$ cat config.mk
export PLATFORM = sky130hd
export DESIGN_NAME = sum_narrow_sat
export DESIGN_NICKNAME = d
export VERILOG_FILES = /design/src/rtl/sum_narrow_sat_pkg.sv /design/src/rtl/sum_narrow_sat_sat_counter.sv /design/src/rtl/sum_narrow_sat.sv
export SDC_FILE = /design/constraint.sdc
export NUM_CORES = 1
export LEC_CHECK = 0
export ABC_AREA = 1
export CAP_MARGIN = 20
export CORE_AREA = 2 2 63 65
export CTS_CLUSTER_DIAMETER = 200
export CTS_CLUSTER_SIZE = 24
export DETAILED_ROUTE_END_ITERATION = 8
export DIE_AREA = 0 0 65 67
export DONT_BUFFER_PORTS = 1
export GPL_ROUTABILITY_DRIVEN = 1
export HOLD_SLACK_MARGIN = 0.02
export PLACE_DENSITY = 0.71
export REMOVE_ABC_BUFFERS = 1
export SLEW_MARGIN = 0
export SYNTH_ARGS = -nofsm -noshare
export SYNTH_HDL_FRONTEND = slang
export SYNTH_HIERARCHICAL = 1
export SYNTH_SLANG_ARGS = --single-unit
$ cat constraint.sdc
create_clock -name clk -period 4.2 [get_ports clk]
set_input_delay 0.84 -clock clk [delete_from_list [all_inputs] [get_ports clk]]
set_output_delay 0.84 -clock clk [all_outputs]
set_load 0.05 [all_outputs]
$ cat src/rtl/sum_narrow_sat_pkg.sv
// Package: sum_narrow_sat_pkg
// Purpose: shared defaults and helpers for the sum narrowing / saturating
//          write-back block and its saturating event counter.
// Contents:
//   DEF_IN_WIDTH, DEF_OUT_WIDTH, DEF_SHIFT, DEF_CNT_WIDTH - default parameters
//   round_term(shift) - half-LSB rounding addend for a given right shift
// Configuration: the macro SUM_NARROW_ROUND_EN (see sum_narrow_sat) selects
//   round-half-up; round_term is only needed in that build.
package sum_narrow_sat_pkg;

  localparam int DEF_IN_WIDTH  = 11;
  localparam int DEF_OUT_WIDTH = 8;
  localparam int DEF_SHIFT     = 0;
  localparam int DEF_CNT_WIDTH = 16;

  // Half of the output LSB after a right shift by 'shift'; zero when no shift.
  function automatic int round_term(input int shift);
    int r;
    if (shift > 32'sd0) begin
      r = 32'sd1 << (shift - 32'sd1);
    end else begin
      r = 32'sd0;
    end
    return r;
  endfunction

endpackage

$ cat src/rtl/sum_narrow_sat_sat_counter.sv
// Module: sat_counter
// Purpose: saturating up-counter; counts inc pulses and sticks at all ones.
//          A synchronous clear wins over an increment in the same cycle.
// Ports:
//   clk    in  1           rising-edge clock
//   rst_n  in  1           asynchronous active-low reset
//   inc    in  1           count one event this cycle
//   clr    in  1           synchronous clear to zero
//   count  out CNT_WIDTH   registered event count
module sat_counter #(
  parameter int CNT_WIDTH = 16
) (
  input  logic                 clk,
  input  logic                 rst_n,
  input  logic                 inc,
  input  logic                 clr,
  output logic [CNT_WIDTH-1:0] count
);

  localparam logic [CNT_WIDTH-1:0] CNT_MAX = '1;

  logic [CNT_WIDTH-1:0] count_r;

  // Counter register: clear first, then increment until saturated.
  always_ff @(posedge clk or negedge rst_n) begin
    if (!rst_n) begin
      count_r <= '0;
    end else if (clr) begin
      count_r <= '0;
    end else if (inc && (count_r != CNT_MAX)) begin
      count_r <= count_r + {{(CNT_WIDTH-1){1'b0}}, 1'b1};
    end else begin
      count_r <= count_r;
    end
  end

  assign count = count_r;

endmodule

$ cat src/rtl/sum_narrow_sat.sv
// Module: sum_narrow_sat
// Purpose: narrows a wide unsigned dot-product sum back to operand width.
//          Stage 1 right-shifts by SHIFT (optionally rounding half-up),
//          stage 2 saturates to OUT_WIDTH bits and flags clamping.
//          Two-stage valid/ready pipeline, full throughput, no bubbles.
// Configuration: define SUM_NARROW_ROUND_EN to add 2^(SHIFT-1) before the
//          shift (round-half-up); undefined gives plain truncation.
// Ports:
//   clk          in  1          rising-edge clock
//   rst_n        in  1          asynchronous active-low reset
//   in_sum       in  IN_WIDTH   wide unsigned sum
//   in_valid     in  1          in_sum valid
//   in_ready     out 1          input accepted this cycle when in_valid=1
//   out_data     out OUT_WIDTH  narrowed, saturated result
//   out_sat      out 1          out_data was clamped
//   out_valid    out 1          out_data/out_sat valid
//   out_ready    in  1          downstream accepts this cycle
//   clear_count  in  1          synchronous clear of sat_count
//   sat_count    out CNT_WIDTH  saturated results handed off (sticks at max)
module sum_narrow_sat
  import sum_narrow_sat_pkg::*;
#(
  parameter int IN_WIDTH  = DEF_IN_WIDTH,
  parameter int OUT_WIDTH = DEF_OUT_WIDTH,
  parameter int SHIFT     = DEF_SHIFT,
  parameter int CNT_WIDTH = DEF_CNT_WIDTH
) (
  input  logic                 clk,
  input  logic                 rst_n,
  input  logic [IN_WIDTH-1:0]  in_sum,
  input  logic                 in_valid,
  output logic                 in_ready,
  output logic [OUT_WIDTH-1:0] out_data,
  output logic                 out_sat,
  output logic                 out_valid,
  input  logic                 out_ready,
  input  logic                 clear_count,
  output logic [CNT_WIDTH-1:0] sat_count
);

  // One extra bit so a rounding carry out of the top is never lost.
  localparam int SW = IN_WIDTH + 1;
  localparam logic [SW-1:0] SAT_LIMIT = (SW'(1) << OUT_WIDTH) - SW'(1);
`ifdef SUM_NARROW_ROUND_EN
  localparam logic [SW-1:0] RND = SW'(round_term(SHIFT));
`endif

  logic                 adv1_s;
  logic                 adv2_s;
  logic [SW-1:0]        ext_s;
  logic [SW-1:0]        sh_s;
  logic                 sat_s;
  logic [OUT_WIDTH-1:0] nar_s;

  logic                 s1_valid_r;
  logic [SW-1:0]        s1_sh_r;
  logic                 s2_valid_r;
  logic [OUT_WIDTH-1:0] s2_data_r;
  logic                 s2_sat_r;

  // Each stage moves when its successor is empty or moving.
  assign adv2_s   = !s2_valid_r || out_ready;
  assign adv1_s   = !s1_valid_r || adv2_s;
  assign in_ready = adv1_s;

  // Stage 1 arithmetic: scale the incoming sum.
  always_comb begin
    ext_s = {1'b0, in_sum};
`ifdef SUM_NARROW_ROUND_EN
    sh_s  = (ext_s + RND) >> SHIFT;
`else
    sh_s  = ext_s >> SHIFT;
`endif
  end

  // Stage 2 arithmetic: clamp to the output range.
  always_comb begin
    sat_s = (s1_sh_r > SAT_LIMIT);
    if (sat_s) begin
      nar_s = '1;
    end else begin
      nar_s = s1_sh_r[OUT_WIDTH-1:0];
    end
  end

  // Pipeline registers; held stages keep their contents while stalled.
  always_ff @(posedge clk or negedge rst_n) begin
    if (!rst_n) begin
      s1_valid_r <= 1'b0;
      s1_sh_r    <= '0;
      s2_valid_r <= 1'b0;
      s2_data_r  <= '0;
      s2_sat_r   <= 1'b0;
    end else begin
      if (adv1_s) begin
        s1_valid_r <= in_valid;
        s1_sh_r    <= sh_s;
      end else begin
        s1_valid_r <= s1_valid_r;
        s1_sh_r    <= s1_sh_r;
      end
      if (adv2_s) begin
        s2_valid_r <= s1_valid_r;
        s2_data_r  <= nar_s;
        s2_sat_r   <= sat_s;
      end else begin
        s2_valid_r <= s2_valid_r;
        s2_data_r  <= s2_data_r;
        s2_sat_r   <= s2_sat_r;
      end
    end
  end

  assign out_valid = s2_valid_r;
  assign out_data  = s2_data_r;
  assign out_sat   = s2_sat_r;

  sat_counter #(
    .CNT_WIDTH (CNT_WIDTH)
  ) u_sat_counter (
    .clk   (clk),
    .rst_n (rst_n),
    .inc   (s2_valid_r && out_ready && s2_sat_r),
    .clr   (clear_count),
    .count (sat_count)
  );

endmodule

==> out/qor.json <==
{
  "clock_network": {
    "cts.sink_count": 38,
    "worst_setup_hold_path_clk_slew_ns": 0.08,
    "cts-htree-levels": 2,
    "cts-root-to-sink-buffers": 2,
    "clock_insertion_delay_worst_skew_ns": 0.29,
    "clockRootBuffer": "sky130_fd_sc_hd__clkbuf_8",
    "post_cts_sizing": 0,
    "postCtsSetupRepairBufs": 0,
    "post_cts_hold_buffer_count": 0,
    "cts_made_buffers": 5,
    "tritoncts_clock_tree": "done"
  },
  "detailed_routing": {
    "detail_route.iter0.violations": 120,
    "drtPass1Iterations": 4,
    "dr_total_vias": 1648,
    "drt-total-wl_um": 4150,
    "post_detailed_route_drc_marker_count": 0,
    "avgRoutedWirePerCell_um": 13.1,
    "detail_route.vias_per_cell": 5.22,
    "route.antenna.remaining_nets": 0
  },
  "synth": {
    "synth_area_per_cell_um2": 7.61,
    "syn-instance-count": 269,
    "syn_warnings": 6,
    "yosysSeqAreaShare_pct": 46.4,
    "yosys.cell_types.count": 27,
    "ys_ff_latch": 38,
    "syn-cell-area_um2": 2050
  },
  "setup_path": {
    "number_of_buffers_and_inverters_on_the_critical_path": 1,
    "crit-reg2reg-launch": "u_sat_counter/count[0]$_DFFE_PN0P_",
    "cp-end-kind": "output port",
    "timing.critical_path.required_ns": 3.36,
    "worstPathCellList": "inv_2 -> nand3_2",
    "critical_path_arrival_ns": 1.60,
    "cp_top_family": "simple AND/OR/NAND/NOR gates",
    "slowest_delay_ns": 0.50,
    "crit_fanout": 21,
    "criticalPathCategory": "input port to output port",
    "cp-startpoint": "out_ready",
    "cpMaxStageDelayCell": "sky130_fd_sc_hd__nand3_2",
    "worstSetupStartpointType": "input port"
  },
  "floorplan": {
    "floorplan.initialDensity_pct": 56.8,
    "top_level_ports": 43,
    "die_h_um": 67,
    "core_region_area_um2": 3610,
    "width_of_the_chip_um": 65,
    "die_area_um2": 4360,
    "core.rowCount": 22
  },
  "grt": {
    "first_global_vias": 1547,
    "grt.total_usage_pct": 21.5,
    "global_route_wire_length_before_repair_um": 7040,
    "grt.overflow.total": 0,
    "grt_antenna_before_repair": 0,
    "grt_max_degree": 39
  },
  "sta": {
    "final.period_utilization_pct": 58.1,
    "rsz0062_at_grt": "no",
    "finClkSkew_ns": 0.0105,
    "finalHoldViolCount": 0,
    "final_period_minus_worst_setup_slack_ns": 2.44,
    "report.final.slew_viol_count": 0,
    "setup_ws_ns": 1.76,
    "slew_headroom_pct": 36.8,
    "report.final.setup_viol": 0,
    "max_freq_ghz": 0.410,
    "timing.setup.tns_ns": 0,
    "tightestPinTransition_ns": 0.945
  },
  "finish": {
    "layout.cells.most_common_list": "106 x sky130_fd_sc_hd__nand2_1, 38 x sky130_fd_sc_hd__dfrtp_1, 31 x sky130_fd_sc_hd__inv_1, 20 x sky130_fd_sc_hd__nand4_1, 20 x sky130_fd_sc_hd__nand3_1",
    "layout.cells.most_common": "sky130_fd_sc_hd__nand2_1",
    "n_antenna_cell": 0,
    "post_route_cells_drive_above_1_share_pct": 8.21,
    "fin_nets": 285,
    "area_delta_synth_final_pct": 5.19,
    "num-fill-cells": 335,
    "finalCoreUtilization_pct": 59.8,
    "multi_input_area_um2": 893,
    "area.sequential_um2": 951
  },
  "job": {
    "cap_viol_max_count": 0
  },
  "power": {
    "vdd_drop_max_mv": 0.222,
    "power.static_leakage_nw": 1.14,
    "cellPowerDensity_nw_per_um2": 393
  },
  "hold_path": {
    "worst_hold_path_type": "input port to async pin"
  },
  "placed_design": {
    "place_congestion": 0.830,
    "port_buffers": 0,
    "dp_hpwl_um": 2810,
    "dp_slack_ns": 1.76
  },
  "status": {
    "run_status": "complete, no violations"
  }
}
## sequential cells by signal (all words and copies together), names as in the netlist
signal and count:
u_sat_counter/count 16, out_valid 1, out_sat 1, out_data 8, s1_valid_r 1, s1_sh_r 11
## Yosys cell counts, drive strengths merged
cell type	n	share of area (%)
dfrtp	38	46
o21bai	2	0.73
nand3	21	5.4
o21ai	5	1.8
inv	34	6.4
xnor2	2	0.86
or2	2	0.61
a21oi	1	0.24
nand2	112	22
nand4	20	6.1
buf	9	3.6
nor2	18	4.0
xor2	3	1.3
nor3	1	0.24
ha	1	0.61
## power breakdown
group | switching, mW | internal [mW] | leakage [nW] | total (mW)
sequential | 0.0610 | 0.389 | 0.465 | 0.450
clock | 0.124 | 0.190 | 0.0573 | 0.314
combinational | 0.0591 | 0.0237 | 0.621 | 0.0827
total | 0.244 | 0.603 | 1.14 | 0.847
## final timing paths
check	slack, ns	end	cells after the start
worst min register to register	0.53	s1_sh_r[8]$_DFFE_PN0P_	2
max in group asynchronous	3.88	u_sat_counter/count[7]$_DFFE_PN0P_	0
min in group clk	0.53	s1_sh_r[8]$_DFFE_PN0P_	2
worst max-delay path	1.76	in_ready	2
worst max register to register	1.82	u_sat_counter/count[0]$_DFFE_PN0P_	8
worst min-delay path	0.23	out_data[5]$_DFFE_PN0P_	0
## layout make-up
class	instances	area share [%]
clock inverters	1	1.39
well taps	48	2.79
flip-flops and latches	38	44.1
multi-input cells	188	41.5
inverters	34	6.04
clock buffers	6	3.83
repair buffers	1	0.348
## per-stage QoR
stage / cells / total power, mW / cell area, µm² / hold slack, ns
after global routing: 316 / 0.891 / 2150 / 0.215
after CTS: 316 / 0.857 / 2150 / 0.230
after global placement: 309 / 0.537 / 2040 / 0.509
after detailed placement: 309 / 0.540 / 2040 / 0.514
final: 316 / 0.847 / 2150 / 0.234
after floorplan: 260 / 0.518 / 1970 / 0.492
## cells by family (layout without fill, tap and decap cells)
| group | count (synthesis) | count (layout) | share of synthesized area, % |
|---|---|---|---|
| compound gates | 8 | 8 | 2.75 |
| simple gates | 174 | 174 | 38.1 |
| fa+ha+maj | 1 | 1 | 0.611 |
| xor+xnor | 5 | 5 | 2.14 |
| flops | 38 | 38 | 46.4 |
| buf+inv | 43 | 42 | 9.96 |
## routing by layer
| metal | wire, µm | track usage (%) |
|---|---|---|
| met1 | 1950 | 27.4 |
| met3 | 248 | 6.08 |
| met2 | 1890 | 33.8 |
| met4 | 65 | 10.1 |
| met5 | 0 | 0 |
No activity file was read; power rests on OpenSTA's default activity.
